## src/rtl/nlca_stepper_if.sv

```systemverilog
// Control/status bundle for the nlca_stepper pattern generator.
// The master side drives seed and control; the slave side returns state and status.
interface nlca_stepper_if #(
   parameter int unsigned WIDTH = 8,
   parameter int unsigned CNT_W = 16
) ();
   logic [WIDTH-1:0] seed;
   logic             load;
   logic             step;
   logic             wrap_mode;
   logic [WIDTH-1:0] state;
   logic             match;
   logic [CNT_W-1:0] period;
   logic             fixed;
   logic             sat;

   modport master (
      output seed, load, step, wrap_mode,
      input  state, match, period, fixed, sat
   );

   modport slave (
      input  seed, load, step, wrap_mode,
      output state, match, period, fixed, sat
   );
endinterface

```

## src/rtl/nlca_stepper.sv

```systemverilog
// Clocked nonlinear cellular-automaton stepper with seed-return period measurement.
// Rule: next[i] = s[i] ^ ~(s[i+1] | s[i+2]), with a cyclic or null boundary.
module nlca_stepper #(
   parameter int unsigned WIDTH = 8,
   parameter int unsigned CNT_W = 16
) (
   input logic          clk,
   input logic          reset,
   nlca_stepper_if.slave bus
);

   logic [WIDTH-1:0] state_q, state_d;
   logic [WIDTH-1:0] seed_q, seed_d;
   logic [WIDTH-1:0] next_state;
   logic [CNT_W-1:0] cnt_q, cnt_d;
   logic [CNT_W-1:0] period_q, period_d;
   logic [CNT_W-1:0] cnt_inc;
   logic             match_q, match_d;
   logic             sat_q, sat_d;

   // Neighbour indices wrap modulo WIDTH; out-of-range neighbours are gated off in null mode.
   for (genvar i = 0; i < WIDTH; i++) begin : g_cell
      localparam int unsigned J1 = (i + 1) % WIDTH;
      localparam int unsigned J2 = (i + 2) % WIDTH;
      localparam bit In1 = (i + 1 < WIDTH);
      localparam bit In2 = (i + 2 < WIDTH);
      logic b1, b2;
      assign b1 = state_q[J1] & (In1 | bus.wrap_mode);
      assign b2 = state_q[J2] & (In2 | bus.wrap_mode);
      assign next_state[i] = state_q[i] ^ ~(b1 | b2);
   end

   assign cnt_inc = (&cnt_q) ? cnt_q : cnt_q + CNT_W'(1);

   always_comb begin
      state_d  = state_q;
      seed_d   = seed_q;
      cnt_d    = cnt_q;
      period_d = period_q;
      sat_d    = sat_q;
      match_d  = 1'b0;
      if (bus.load) begin
         state_d = bus.seed;
         seed_d  = bus.seed;
         cnt_d   = '0;
         sat_d   = 1'b0;
      end else if (bus.step) begin
         state_d = next_state;
         if (next_state == seed_q) begin
            match_d  = 1'b1;
            period_d = cnt_inc;
            cnt_d    = '0;
            sat_d    = 1'b0;
         end else begin
            cnt_d = cnt_inc;
            sat_d = sat_q | (&cnt_inc);
         end
      end
   end

   always_ff @(posedge clk) begin
      if (reset) begin
         state_q  <= '0;
         seed_q   <= '0;
         cnt_q    <= '0;
         period_q <= '0;
         match_q  <= 1'b0;
         sat_q    <= 1'b0;
      end else begin
         state_q  <= state_d;
         seed_q   <= seed_d;
         cnt_q    <= cnt_d;
         period_q <= period_d;
         match_q  <= match_d;
         sat_q    <= sat_d;
      end
   end

   assign bus.state  = state_q;
   assign bus.match  = match_q;
   assign bus.period = period_q;
   assign bus.sat    = sat_q;
   assign bus.fixed  = (next_state == state_q);

endmodule

```

## src/flat_wrapper.sv

```systemverilog
// flat-port wrapper written by rule: the top's interface ports become plain ports
module nlca_stepper_flat 
#(
   parameter int unsigned WIDTH = 8,
   parameter int unsigned CNT_W = 16
)
  (clk, reset, bus_seed, bus_load, bus_step, bus_wrap_mode, bus_state, bus_match, bus_period, bus_fixed, bus_sat);
  nlca_stepper_if #(.WIDTH(WIDTH), .CNT_W(CNT_W)) bus_i ();
  input logic clk;
  input logic reset;
  input wire logic [$bits(bus_i.seed)-1:0] bus_seed;
  input wire logic [$bits(bus_i.load)-1:0] bus_load;
  input wire logic [$bits(bus_i.step)-1:0] bus_step;
  input wire logic [$bits(bus_i.wrap_mode)-1:0] bus_wrap_mode;
  output wire logic [$bits(bus_i.state)-1:0] bus_state;
  output wire logic [$bits(bus_i.match)-1:0] bus_match;
  output wire logic [$bits(bus_i.period)-1:0] bus_period;
  output wire logic [$bits(bus_i.fixed)-1:0] bus_fixed;
  output wire logic [$bits(bus_i.sat)-1:0] bus_sat;
  assign bus_i.seed = bus_seed;
  assign bus_i.load = bus_load;
  assign bus_i.step = bus_step;
  assign bus_i.wrap_mode = bus_wrap_mode;
  assign bus_state = bus_i.state;
  assign bus_match = bus_i.match;
  assign bus_period = bus_i.period;
  assign bus_fixed = bus_i.fixed;
  assign bus_sat = bus_i.sat;
  nlca_stepper #(.WIDTH(WIDTH), .CNT_W(CNT_W)) u_core (.clk(clk), .reset(reset), .bus(bus_i));
endmodule
```

## config.mk

```make
export PLATFORM = sky130hd
export DESIGN_NAME = nlca_stepper_flat
export DESIGN_NICKNAME = d
export VERILOG_FILES = /design/src/rtl/nlca_stepper_if.sv /design/src/rtl/nlca_stepper.sv /design/src/flat_wrapper.sv
export SDC_FILE = /design/constraint.sdc
export NUM_CORES = 1
export LEC_CHECK = 0
export ABC_AREA = 0
export CORE_AREA = 2 2 101 103
export CTS_CLUSTER_DIAMETER = 60
export CTS_CLUSTER_SIZE = 14
export DETAILED_ROUTE_END_ITERATION = 10
export DIE_AREA = 0 0 103 105
export GPL_TIMING_DRIVEN = 0
export HOLD_SLACK_MARGIN = 0.08
export SYNTH_ARGS = -nofsm -noshare
export SYNTH_HDL_FRONTEND = slang
export SYNTH_SLANG_ARGS = --single-unit
```

## constraint.sdc

```tcl
create_clock -name clk -period 3.2 [get_ports clk]
set_clock_uncertainty 0.05 [all_clocks]
set_input_delay 0.64 -clock clk [delete_from_list [all_inputs] [get_ports clk]]
set_output_delay 0.64 -clock clk [all_outputs]
set_load 0.005 [all_outputs]
```

# [Word level (Yosys, flattened, before mapping)]
# Cells that the tools add are included.
[totals] word_cells=50 ff_bits=50 inputBits=13 output_inout_bits=27
[op_classes] n_mux=6 bitwise=29 n_eq_ne=2 add_sub_neg=1 reduce_logical=6
[op_table] cell="$mux W16" n=2
[op_table] cell="$reduce_and A16 Y1" n=2
[op_table] cell="$add A16 B1 Y16 const B" n=1
[op_table] cell="$eq A8 B8 Y1" n=2
[op_table] cell="$mux W8" n=2
[op_table] cell="$not A1 Y1" n=10
[op_table] cell="$or A1 B1 Y1" n=9
[op_table] cell="$xor A1 B1 Y1" n=8
[op_table] cell="$reduce_and A3 Y1" n=1
[op_table] cell="$reduce_or A3 Y1" n=1
[op_table] cell="$and A1 B1 Y1" n=2
[op_table] cell="$mux W1" n=2
[op_table] cell="$reduce_bool A2 Y1" n=1
[op_table] cell="$reduce_or A2 Y1" n=1

# [Longest topological paths before layout]
# Gate-level depths: netlist (run 1).
[depth] ltp_word=6 ltp_mapped=10 mapped_depth_nobuf=8

# [Least setup slack after synthesis (run 1)]
# OpenSTA, ideal clock, no wires.
[synth_timing] kind="reg-to-reg" startpoint="register u_core.cnt_q[0]" endpoint="register u_core.period_q[2], in the netlist u_core.bus.period[2]" arrival_ns=2.122 period_less_slack_ns=2.243 setup_slack_ns=0.957 n_path_buf=0 t_required_ns=3.079 path_stages_with_launch=8 setup_time_ns=0.071 cell_sequence="dfxtp_1 ha_1 nand3_1 nor3_1 nand2_1 and3_1 or3_1 a21oi_1"
[synth_via] elab_chain_cells=2 word_cells_on_any_way=3 classes_between="add/sub: 1; mux: 1; reduce/logical: 1"
[synth_rtl] element="from (decl)" line="nlca_stepper.sv:15" rtl="logic [CNT_W-1:0] cnt_q, cnt_d;"
[synth_rtl] element="from (signal assigned)" line="nlca_stepper.sv:72" rtl="cnt_q <= cnt_d;"
[synth_rtl] element="$add A16 B1 Y16 / $reduce_and A16 Y1 (equally long branches)" line="nlca_stepper.sv:33" rtl="assign cnt_inc = (&cnt_q) ? cnt_q : cnt_q + CNT_W'(1);"
[synth_rtl] element="$mux W16 *" line="nlca_stepper.sv:33"
[synth_rtl] element="to (signal assigned)" line="nlca_stepper.sv:73" rtl="period_q <= period_d;"
[synth_rtl] element="to (decl)" line="nlca_stepper.sv:16" rtl="logic [CNT_W-1:0] period_q, period_d;"
# Every way passes the cells marked *; elsewhere a longest branch is shown, timed or not.
# A chain may end at the register's enable or synchronous reset.

# [Final worst setup path (run 1)]
[layout_timing] startpoint="input bus_wrap_mode" endpoint="register u_core.cnt_q[1]"
[layout_via] elab_chain_cells=6 word_cells_on_any_way=10 classes_between="eq/ne: 1; mux: 1; bitwise: 8"
[layout_rtl] element="from (decl)" line="flat_wrapper.sv:14" rtl="input wire logic [$bits(bus_i.wrap_mode)-1:0] bus_wrap_mode;"
[layout_rtl] element="$and A1 B1 Y1 (on tied branches)" line="nlca_stepper.sv:28, nlca_stepper.sv:29"
[layout_rtl] element="$or A1 B1 Y1" line="nlca_stepper.sv:30" rtl="assign next_state[i] = state_q[i] ^ ~(b1 | b2);"
[layout_rtl] element="$not A1 Y1" line="nlca_stepper.sv:30"
[layout_rtl] element="$xor A1 B1 Y1" line="nlca_stepper.sv:30"
[layout_rtl] element="$eq A8 B8 Y1 *" line="nlca_stepper.sv:49" rtl="if (next_state == seed_q) begin"
[layout_rtl] element="$mux W16 *" line="nlca_stepper.sv:49"
# Marks and branches as above.

==> results of run 1 <==
-- final timing paths --
kind	end	cells past startpoint	slack [ps]
worst max-delay path	u_core.cnt_q[1]$_SDFFE_PP0P_	9	310
worst min-delay path	u_core.bus.period[10]$_SDFFE_PP0P_	2	410
worst max register to register	u_core.bus.period[2]$_SDFFE_PP0P_	7	410
worst min register to register	u_core.bus.period[10]$_SDFFE_PP0P_	2	410
-- cell usage in the layout (no fill, tap or decap), types with 3 or more instances in the layout --
master / netlist / final
nand2_1: 53 / 53
dfxtp_1: 50 / 50
a21oi_1: 42 / 42
nor2_1: 40 / 40
clkdlybuf4s50_1: 0 / 36
nand3_1: 16 / 16
xnor2_1: 16 / 16
clkbuf_1: 14 / 14
o21ai_0: 11 / 11
xor2_1: 11 / 11
and3_1: 11 / 11
nor3_1: 10 / 10
mux2i_1: 8 / 8
a211oi_1: 7 / 7
nand3b_1: 7 / 7
or3_1: 6 / 6
buf_6: 5 / 5
nand2b_1: 5 / 5
clkbuf_8: 0 / 5
buf_2: 4 / 4
buf_4: 1 / 3
a21oi_2: 3 / 3
nor3b_1: 3 / 3
-- sequential cells by signal, summed over array words and instances (netlist names) --
name               cells
u_core.bus.match       1
u_core.bus.period     16
u_core.bus.sat         1
u_core.bus.state       8
u_core.cnt_q          16
u_core.seed_q          8
-- timing repair --
item	in CTS	in global routing
setup buffers	0	2
endpoints found under the setup margin	0	7
endpoints found under the hold margin	0	0
hold buffers	0	0
-- routing by layer --
| layer | share of wire, % | up-vias | track usage (%) | wire length (um) |
|---|---|---|---|---|
| li1 | - | 1366 | - | - |
| met5 | 0 | - | 0 | 0 |
| met4 | 1.9 | 0 | 4.51 | 144 |
| met1 | 45 | 1271 | 19.2 | 3440 |
| met3 | 4.8 | 16 | 2.34 | 364 |
| met2 | 48 | 72 | 24.2 | 3620 |
-- cell type report --
type	instances	area [um^2]	area share, %
clock buffer	5	68.8	1.97
sequential	50	1000	28.7
timing repair buffer	38	375	10.7
buffer	26	144	4.12
tap	133	166	4.76
clock inverter	2	15.0	0.430
inverter	2	7.51	0.215
multi-input combinational	290	1720	49.1
-- logic make-up (layout without fill, tap and decap cells) --
| kind of cell | Yosys count | after routing | synth area share (%) |
|---|---|---|---|
| AOI/OAI and AO/OA | 80 | 80 | 16.8 |
| adders and majority gates | 1 | 1 | 0.436 |
| DFF | 50 | 50 | 34.9 |
| xor gates and xnor gates | 28 | 28 | 8.81 |
| muxes | 10 | 10 | 3.58 |
| and+or+nand+nor | 171 | 171 | 30.2 |
| buffers and inverters | 28 | 73 | 5.28 |
-- per-stage QoR --
stage               area, um^2  setup slack (ps)  util [%]  cells
floorplan                 2870               957         -    368
global placement          3390              -126      35.2    537
detailed placement        3390              -189      35.2    537
CTS                       3480               104      36.1    544
global route              3490              96.2      36.2    546
finish                    3490               309      36.2    546
-- report_power, final --
group          internal (W)  switching (W)  leakage, nW  total [W]
clock              0.000150       0.000219       0.0362   0.000369
combinational     0.0000902      0.0000964        0.802   0.000187
sequential         0.000637      0.0000178        0.406   0.000655
total              0.000877       0.000333         1.24    0.00121
-- worst max-delay path: cells and delay by family --
kind / cells / cell delay, ps
buffers and inverters: 2 / 750
AO/OA/AOI/OAI: 2 / 340
AND/OR/NAND/NOR: 4 / 1160
XOR/XNOR: 1 / 130
==> metrics.txt, run 1 <==
Max-Cap Viols=0; Antenna Cells=0; worst setup path class=in -> reg; Max Root-Sink Buffers=2; sequential share of the synthesized area=34.9%; TritonCTS clock tree=yes; Top Ports=40; final setup vio count=0; Rows=36; Max stage delay cell, worst path=clkdlybuf4s50_1; CTS resizes=0; Congestion Overflow GR=0; Clock Pin Slew Worst Setup and Hold Paths=100 ps; drt via density=4.99; post-synth top area share=34.9%; htree depth=2; Cell variety after synth=51; vias in the first global route=2629; crit start category=input port; outcome=finished, final reports clean; post-route ant nets=0; largest net degree at the start of global routing=16; CP required=3330 ps; Post-synth EDFFs=0; Num CTS Buffers=5; Core Area=9640 um^2; RSZ-0062 raised after global routing=false; via count=2725; Initial DRC Count=117; Critical Path Sink Type=flop; min-delay src=u_core.bus.period[10]$_SDFFE_PP0P_; Clk Latency, worst-skew pair=310 ps; Pleak=1.24 nW; die width=103 um; setup TNS=0 ps; Async SR Flop Fraction=0%; Yosys top cell by area=dfxtp_1; worst hold slack=406 ps; Pre-antenna DRT Iters=5; peak supply drop=0.174 mV; PwrDens=346 nW/um^2; Fillers=1041; Rel. slew slack=55.4%; ranking of synthesized cells by area=dfxtp_1 (35%), a21oi_1 (7.3%), nand2_1 (6.9%); CP max FO=9; Most used DFF post-synth=dfxtp_1; Slew @ Worst Pin=669 ps; gr usage total=14.6%; total power=0.00121 W; Hold Path Class=reg -> reg; drt wl/cell=13.9 um; initial antenna violation count=0; layout cell share with drive strength beyond 1=7.75%; top cells by count, synth=nand2_1 (53), dfxtp_1 (50), a21oi_1 (42); Synth Register Bits=50; # nets final=427; PortBufs=36; Worst path max stage delay=530 ps; Tcrit/Tclk final=90.4%; Critical path origin=bus_wrap_mode; routability cong.=0.889; first-pass GRT wire length=12700 um; final WL=7570 um; Die Span Y=105 um; Yosys warning total=0; reg2reg start=u_core.cnt_q[0]$_SDFFE_PP0P_; fmax=346 MHz; clock sinks=50; Final min period=2890 ps; DRC viols=0; final hold vios=0; WP data arrival=3030 ps; crit path cell chain=clkdlybuf4s50_1 -> o21ai_2 -> xnor2_1 -> nor4_1 -> nand3_2 -> and2_1 -> clkbuf_1 -> a32oi_1 -> nor2_1; die area=10800 um^2; synthesized area=2870 um^2; hpwl dp=5540 um; syn_nets=382; Mapped Cells=368; syn avg cell area=7.79 um^2; most numerous cell in the Yosys netlist=nand2_1; Root Driver=clkbuf_8; synth-to-layout area growth=21.8%; initial cell density of the core=29.8%; Final Max Slew Viols=0
No activity file was read; power rests on OpenSTA's default activity.
==> inputs of run 2 (changes only) <==
--- a/config.mk
+++ b/config.mk
@@ -6,13 +6,14 @@
 export NUM_CORES = 1
 export LEC_CHECK = 0
 export ABC_AREA = 0
-export CORE_AREA = 2 2 101 103
+export CORE_AREA = 2 2 79 81
 export CTS_CLUSTER_DIAMETER = 60
 export CTS_CLUSTER_SIZE = 14
 export DETAILED_ROUTE_END_ITERATION = 10
-export DIE_AREA = 0 0 103 105
+export DIE_AREA = 0 0 81 83
 export GPL_TIMING_DRIVEN = 0
 export HOLD_SLACK_MARGIN = 0.08
+export PLACE_DENSITY = 0.73
 export SYNTH_ARGS = -nofsm -noshare
 export SYNTH_HDL_FRONTEND = slang
 export SYNTH_SLANG_ARGS = --single-unit
==> constraint.sdc (replaced) <==
create_clock -name clk -period 3.2 [get_ports clk]
set_clock_uncertainty 0.05 [all_clocks]
set_input_delay 0.96 -clock clk [delete_from_list [all_inputs] [get_ports clk]]
set_output_delay 0.96 -clock clk [all_outputs]
set_load 0.005 [all_outputs]
==> run 2 against run 1 <==
Register-to-register slack got worse by 120 ps. First-iteration DRC count grew to 2.6 times the previous value. Final cell count down 10%. Critical endpoint is now bus_fixed.
==> metrics.txt, run 2 (synthesis results as in run 1) <==
htree depth=2; CP max FO=3; Final Max Slew Viols=0; Slew @ Worst Pin=657 ps; Critical path origin=bus_wrap_mode; worst setup path class=in -> out; Rel. slew slack=56.2%; Pleak=1.26 nW; hold buffers post-CTS=0; Core Area=5820 um^2; clock sinks=50; post-route ant nets=0; die area=6720 um^2; Rows=28; initial cell density of the core=49.3%; commonest non-fill, non-tap cells in the layout=nand2_1 (53), dfxtp_1 (50), a21oi_1 (42); vias in the first global route=2455; drt via density=5.63; Clock Pin Slew Worst Setup and Hold Paths=90 ps; Congestion Overflow GR=0; cell area after layout=3430 um^2; routability cong.=0.978; hpwl dp=5240 um; crit start category=input port; Hold Path Class=reg -> reg; first-pass GRT wire length=11900 um; CP required=2190 ps; Placed Area=3320 um^2; outcome=finished, final reports clean; Final min period=3110 ps; PwrDens=361 nW/um^2; TritonCTS clock tree=yes; Num CTS Buffers=5; gr usage total=22.2%; # nets final=427; final WL=7140 um; Clk Latency, worst-skew pair=310 ps; Pre-antenna DRT Iters=5; total power=0.00124 W; largest net degree at the start of global routing=16; Antenna Cells=0; Top Ports=40; Max Root-Sink Buffers=2; cell count after placement=479; drt wl/cell=14.6 um; Die Span Y=83 um; peak supply drop=0.268 mV; RSZ-0062 raised after global routing=false; reg2reg start=u_core.cnt_q[0]$_SDFFE_PP0P_; DRC viols=0; Initial DRC Count=299; final hold vios=0; final setup vio count=0; Root Driver=clkbuf_8; die width=81 um; via count=2751; Non-Filler Instances=489; synth-to-layout area growth=19.6%; Max-Cap Viols=0; PortBufs=36; WP data arrival=2100 ps; Tcrit/Tclk final=97.0%; initial antenna violation count=0; commonest non-fill, non-tap cell in the layout=nand2_1; Critical Path Sink Type=output port; min-delay src=u_core.bus.period[15]$_SDFFE_PP0P_; fmax=322 MHz; layout cell share with drive strength beyond 1=7.97%
run 2: worst paths after layout:
kind | slack (ps) | cells past startpoint | end
max | 90 | 4 | bus_fixed
min | 400 | 2 | u_core.bus.period[15]$_SDFFE_PP0P_
max reg2reg | 290 | 7 | u_core.bus.period[2]$_SDFFE_PP0P_
min reg2reg | 400 | 2 | u_core.bus.period[15]$_SDFFE_PP0P_
run 2: timing repair:
| item | in CTS | in global routing |
|---|---|---|
| setup buffers | 0 | 2 |
| pin swaps | 1 | 1 |
| gates resized for setup | 1 | 0 |
| endpoints found under the setup margin | 1 | 10 |
run 2: cell type report:
cell class                 instances  area (um^2)
sequential                        50         1000
timing repair buffer              38          374
tap                               75         93.8
fill                             558         2380
clock buffer                       6         82.6
inverter                           2         7.51
multi-input combinational        290         1720
clock inverter                     2         12.5
buffer                            26          144
run 2: per-layer routing:
| metal | GRT usage [%] | routed length, um | vias up |
|---|---|---|---|
| met2 | 34.1 | 3260 | 89 |
| met5 | 0 | 0 | - |
| met4 | 5.08 | 77 | 0 |
| met3 | 2.93 | 335 | 6 |
| met1 | 32.7 | 3460 | 1289 |
| li1 | - | - | 1367 |
run 2: critical path, stage by stage:
cell             delay (ps)
clkdlybuf4s50_1         510
o21ai_0                 110
nor4_1                  250
dlygate4sd2_1           270
run 2: through the flow:
step	TNS, ps	util, %	setup slack, ps	hold WS [ps]
2_1_floorplan	0	-	670	398
3_3_place_gp	-2640	57.1	-178	388
3_5_place_dp	-2380	57.1	-176	395
4_1_cts	0	58.7	100	408
5_1_grt	0	59.0	8.31	422
6_report	0	59.0	94.8	403
run 2: where the power goes:
group / total [W] / internal (W) / switching [W]
sequential: 0.000656 / 0.000637 / 0.0000188
clock: 0.000395 / 0.000174 / 0.000220
combinational: 0.000187 / 0.0000902 / 0.0000968
total: 0.00124 / 0.000901 / 0.000336
==> inputs of run 3 (changes only) <==
--- a/config.mk
+++ b/config.mk
@@ -14,6 +14,7 @@
 export GPL_TIMING_DRIVEN = 0
 export HOLD_SLACK_MARGIN = 0.08
 export PLACE_DENSITY = 0.73
+export SETUP_SLACK_MARGIN = 0.1
 export SYNTH_ARGS = -nofsm -noshare
 export SYNTH_HDL_FRONTEND = slang
 export SYNTH_SLANG_ARGS = --single-unit
==> run 3 against run 2 <==
Worst hold slack is essentially flat. Total power up 0.23%. Clock power about the same. Combinational power about the same. Utilization grew 0.39 points. Routed wire length is 0.77% higher. Non-clock buffer count increased by 2. Critical endpoint unchanged.
==> metrics.txt, run 3 (synthesis results as in run 1) <==
Antenna Cells=0; Placed Area=3320 um^2; Root Driver=clkbuf_8; RSZ-0062 raised after global routing=false; hpwl dp=5240 um; Max Root-Sink Buffers=2; CP top delay family=buffers and inverters; Hold Path Class=reg -> reg; register area=1000 um^2; clock sinks=50; peak supply drop=0.268 mV; initial antenna violation count=0; Pre-antenna DRT Iters=4; outcome=finished, final reports clean; Slew @ Worst Pin=656 ps; Worst path max stage delay=510 ps; CP max FO=3; DRC viols=0; die area=6720 um^2; Worst Path Buf+Inv=2; Place WS=-176 ps; Rows=28; via count=2721; # nets final=429; setup ws final=238 ps; synth-to-layout area growth=20.4%; total power=0.00124 W; Initial DRC Count=274; Final Max Slew Viols=0; hold buffers post-CTS=0; Fillers=555; Gate power share=15.3%; Congestion Overflow GR=0; CP required=2190 ps; post-layout util=59.4%; drt wl/cell=14.6 um; final setup vio count=0; final WL=7190 um; fmax=338 MHz; gr usage total=22.2%; Int Power=0.000902 W; first-pass GRT wire length=11900 um; worst setup path class=in -> out; Max stage delay cell, worst path=clkdlybuf4s50_1; crit start category=input port; PwrDens=359 nW/um^2; drt via density=5.54; WP data arrival=1950 ps; Core Area=5820 um^2; Seq pwr share=52.9%; TritonCTS clock tree=yes; vias in the first global route=2455; Die Span Y=83 um; routability cong.=0.978; Critical Path Sink Type=output port; Clock Pin Slew Worst Setup and Hold Paths=90 ps; largest net degree at the start of global routing=16; Max-Cap Viols=0; initial cell density of the core=49.3%; area of the multi-input gates=1730 um^2; crit path cell chain=clkdlybuf4s50_1 -> o21ai_0 -> nor4_1 -> clkbuf_2; Rel. slew slack=56.3%; Pleak=1.27 nW; Clk Latency, worst-skew pair=310 ps; Sw Ratio=27.3%; commonest non-fill, non-tap cell in the layout=nand2_1; layout cell share with drive strength beyond 1=9.13%; Final min period=2960 ps; die width=81 um; Top Ports=40; clock network power share=31.8%; commonest non-fill, non-tap cells in the layout=nand2_1 (53), dfxtp_1 (50), a21oi_1 (42); Num CTS Buffers=5; switching pwr=0.000338 W; PortBufs=36; post-route ant nets=0; final hold vios=0; htree depth=2; cell area after layout=3450 um^2; Tcrit/Tclk final=92.6%
==> run 3: cell types whose count changed in the layout (fill, tap and decap cells not counted), sizes merged <==
cell / change
clkbuf: +1
dlygate4sd2: -1
buf: +2
==> run 3: power by group through the flow <==
stage | registers (W) | logic (W) | clock network, W
after floorplan | 0.000667 | 0.000128 | 0
after CTS | 0.000656 | 0.000186 | 0.000401
after global routing | 0.000659 | 0.000208 | 0.000428
final | 0.000656 | 0.000189 | 0.000395
after detailed placement | 0.000670 | 0.000184 | 0
after global placement | 0.000669 | 0.000182 | 0
==> run 3: routing by layer <==
layer / part of all wire (%) / global-route usage, % / wire (um) / vias to the layer above
met5: 0 / 0 / 0 / -
met3: 4.7 / 2.93 / 335 / 6
met1: 48 / 32.7 / 3460 / 1284
met2: 46 / 34.1 / 3320 / 63
met4: 1.1 / 5.08 / 78 / 0
li1: - / - / - / 1368
==> run 3: cell type report <==
type	count	area share, %
buffer	26	4.17
clock buffer	6	2.39
clock inverter	2	0.362
inverter	2	0.217
multi-input combinational	290	50.0
sequential	50	29.0
tap	75	2.72
timing repair buffer	40	11.2
==> run 3: through the flow <==
stage	setup TNS, ps	hold WS (ps)	instances
floorplan	0	398	368
global route	0	422	491
CTS	0	408	487
detailed placement	-2380	395	479
finish	0	403	491
global placement	-2640	388	479
==> run 3: what timing repair did <==
| item | in CTS | in global routing |
|---|---|---|
| endpoints found under the setup margin | 1 | 25 |
| endpoints found under the hold margin | 0 | 0 |
| setup buffers | 0 | 4 |
| pin swaps | 1 | 3 |
| resized for setup | 1 | 4 |
==> run 3: worst paths after layout <==
path         depth (start not counted)                                from                                 end  slack, ps
max                                  4                       bus_wrap_mode                           bus_fixed        240
min                                  2  u_core.bus.period[15]$_SDFFE_PP0P_  u_core.bus.period[15]$_SDFFE_PP0P_        400
max reg2reg                          8        u_core.cnt_q[0]$_SDFFE_PP0P_         u_core.bus.sat$_SDFFE_PP0P_        440
min reg2reg                          2  u_core.bus.period[15]$_SDFFE_PP0P_  u_core.bus.period[15]$_SDFFE_PP0P_        400
==> run 3: worst register-to-register path, stage by stage (launching register included) <==
cell	delay [ps]
dfxtp_1	450
ha_1	340
nand3_1	330
or3_1	530
nor2_2	250
nand2_1	80
a211oi_1	270
a41oi_1	190
nor3b_1	190
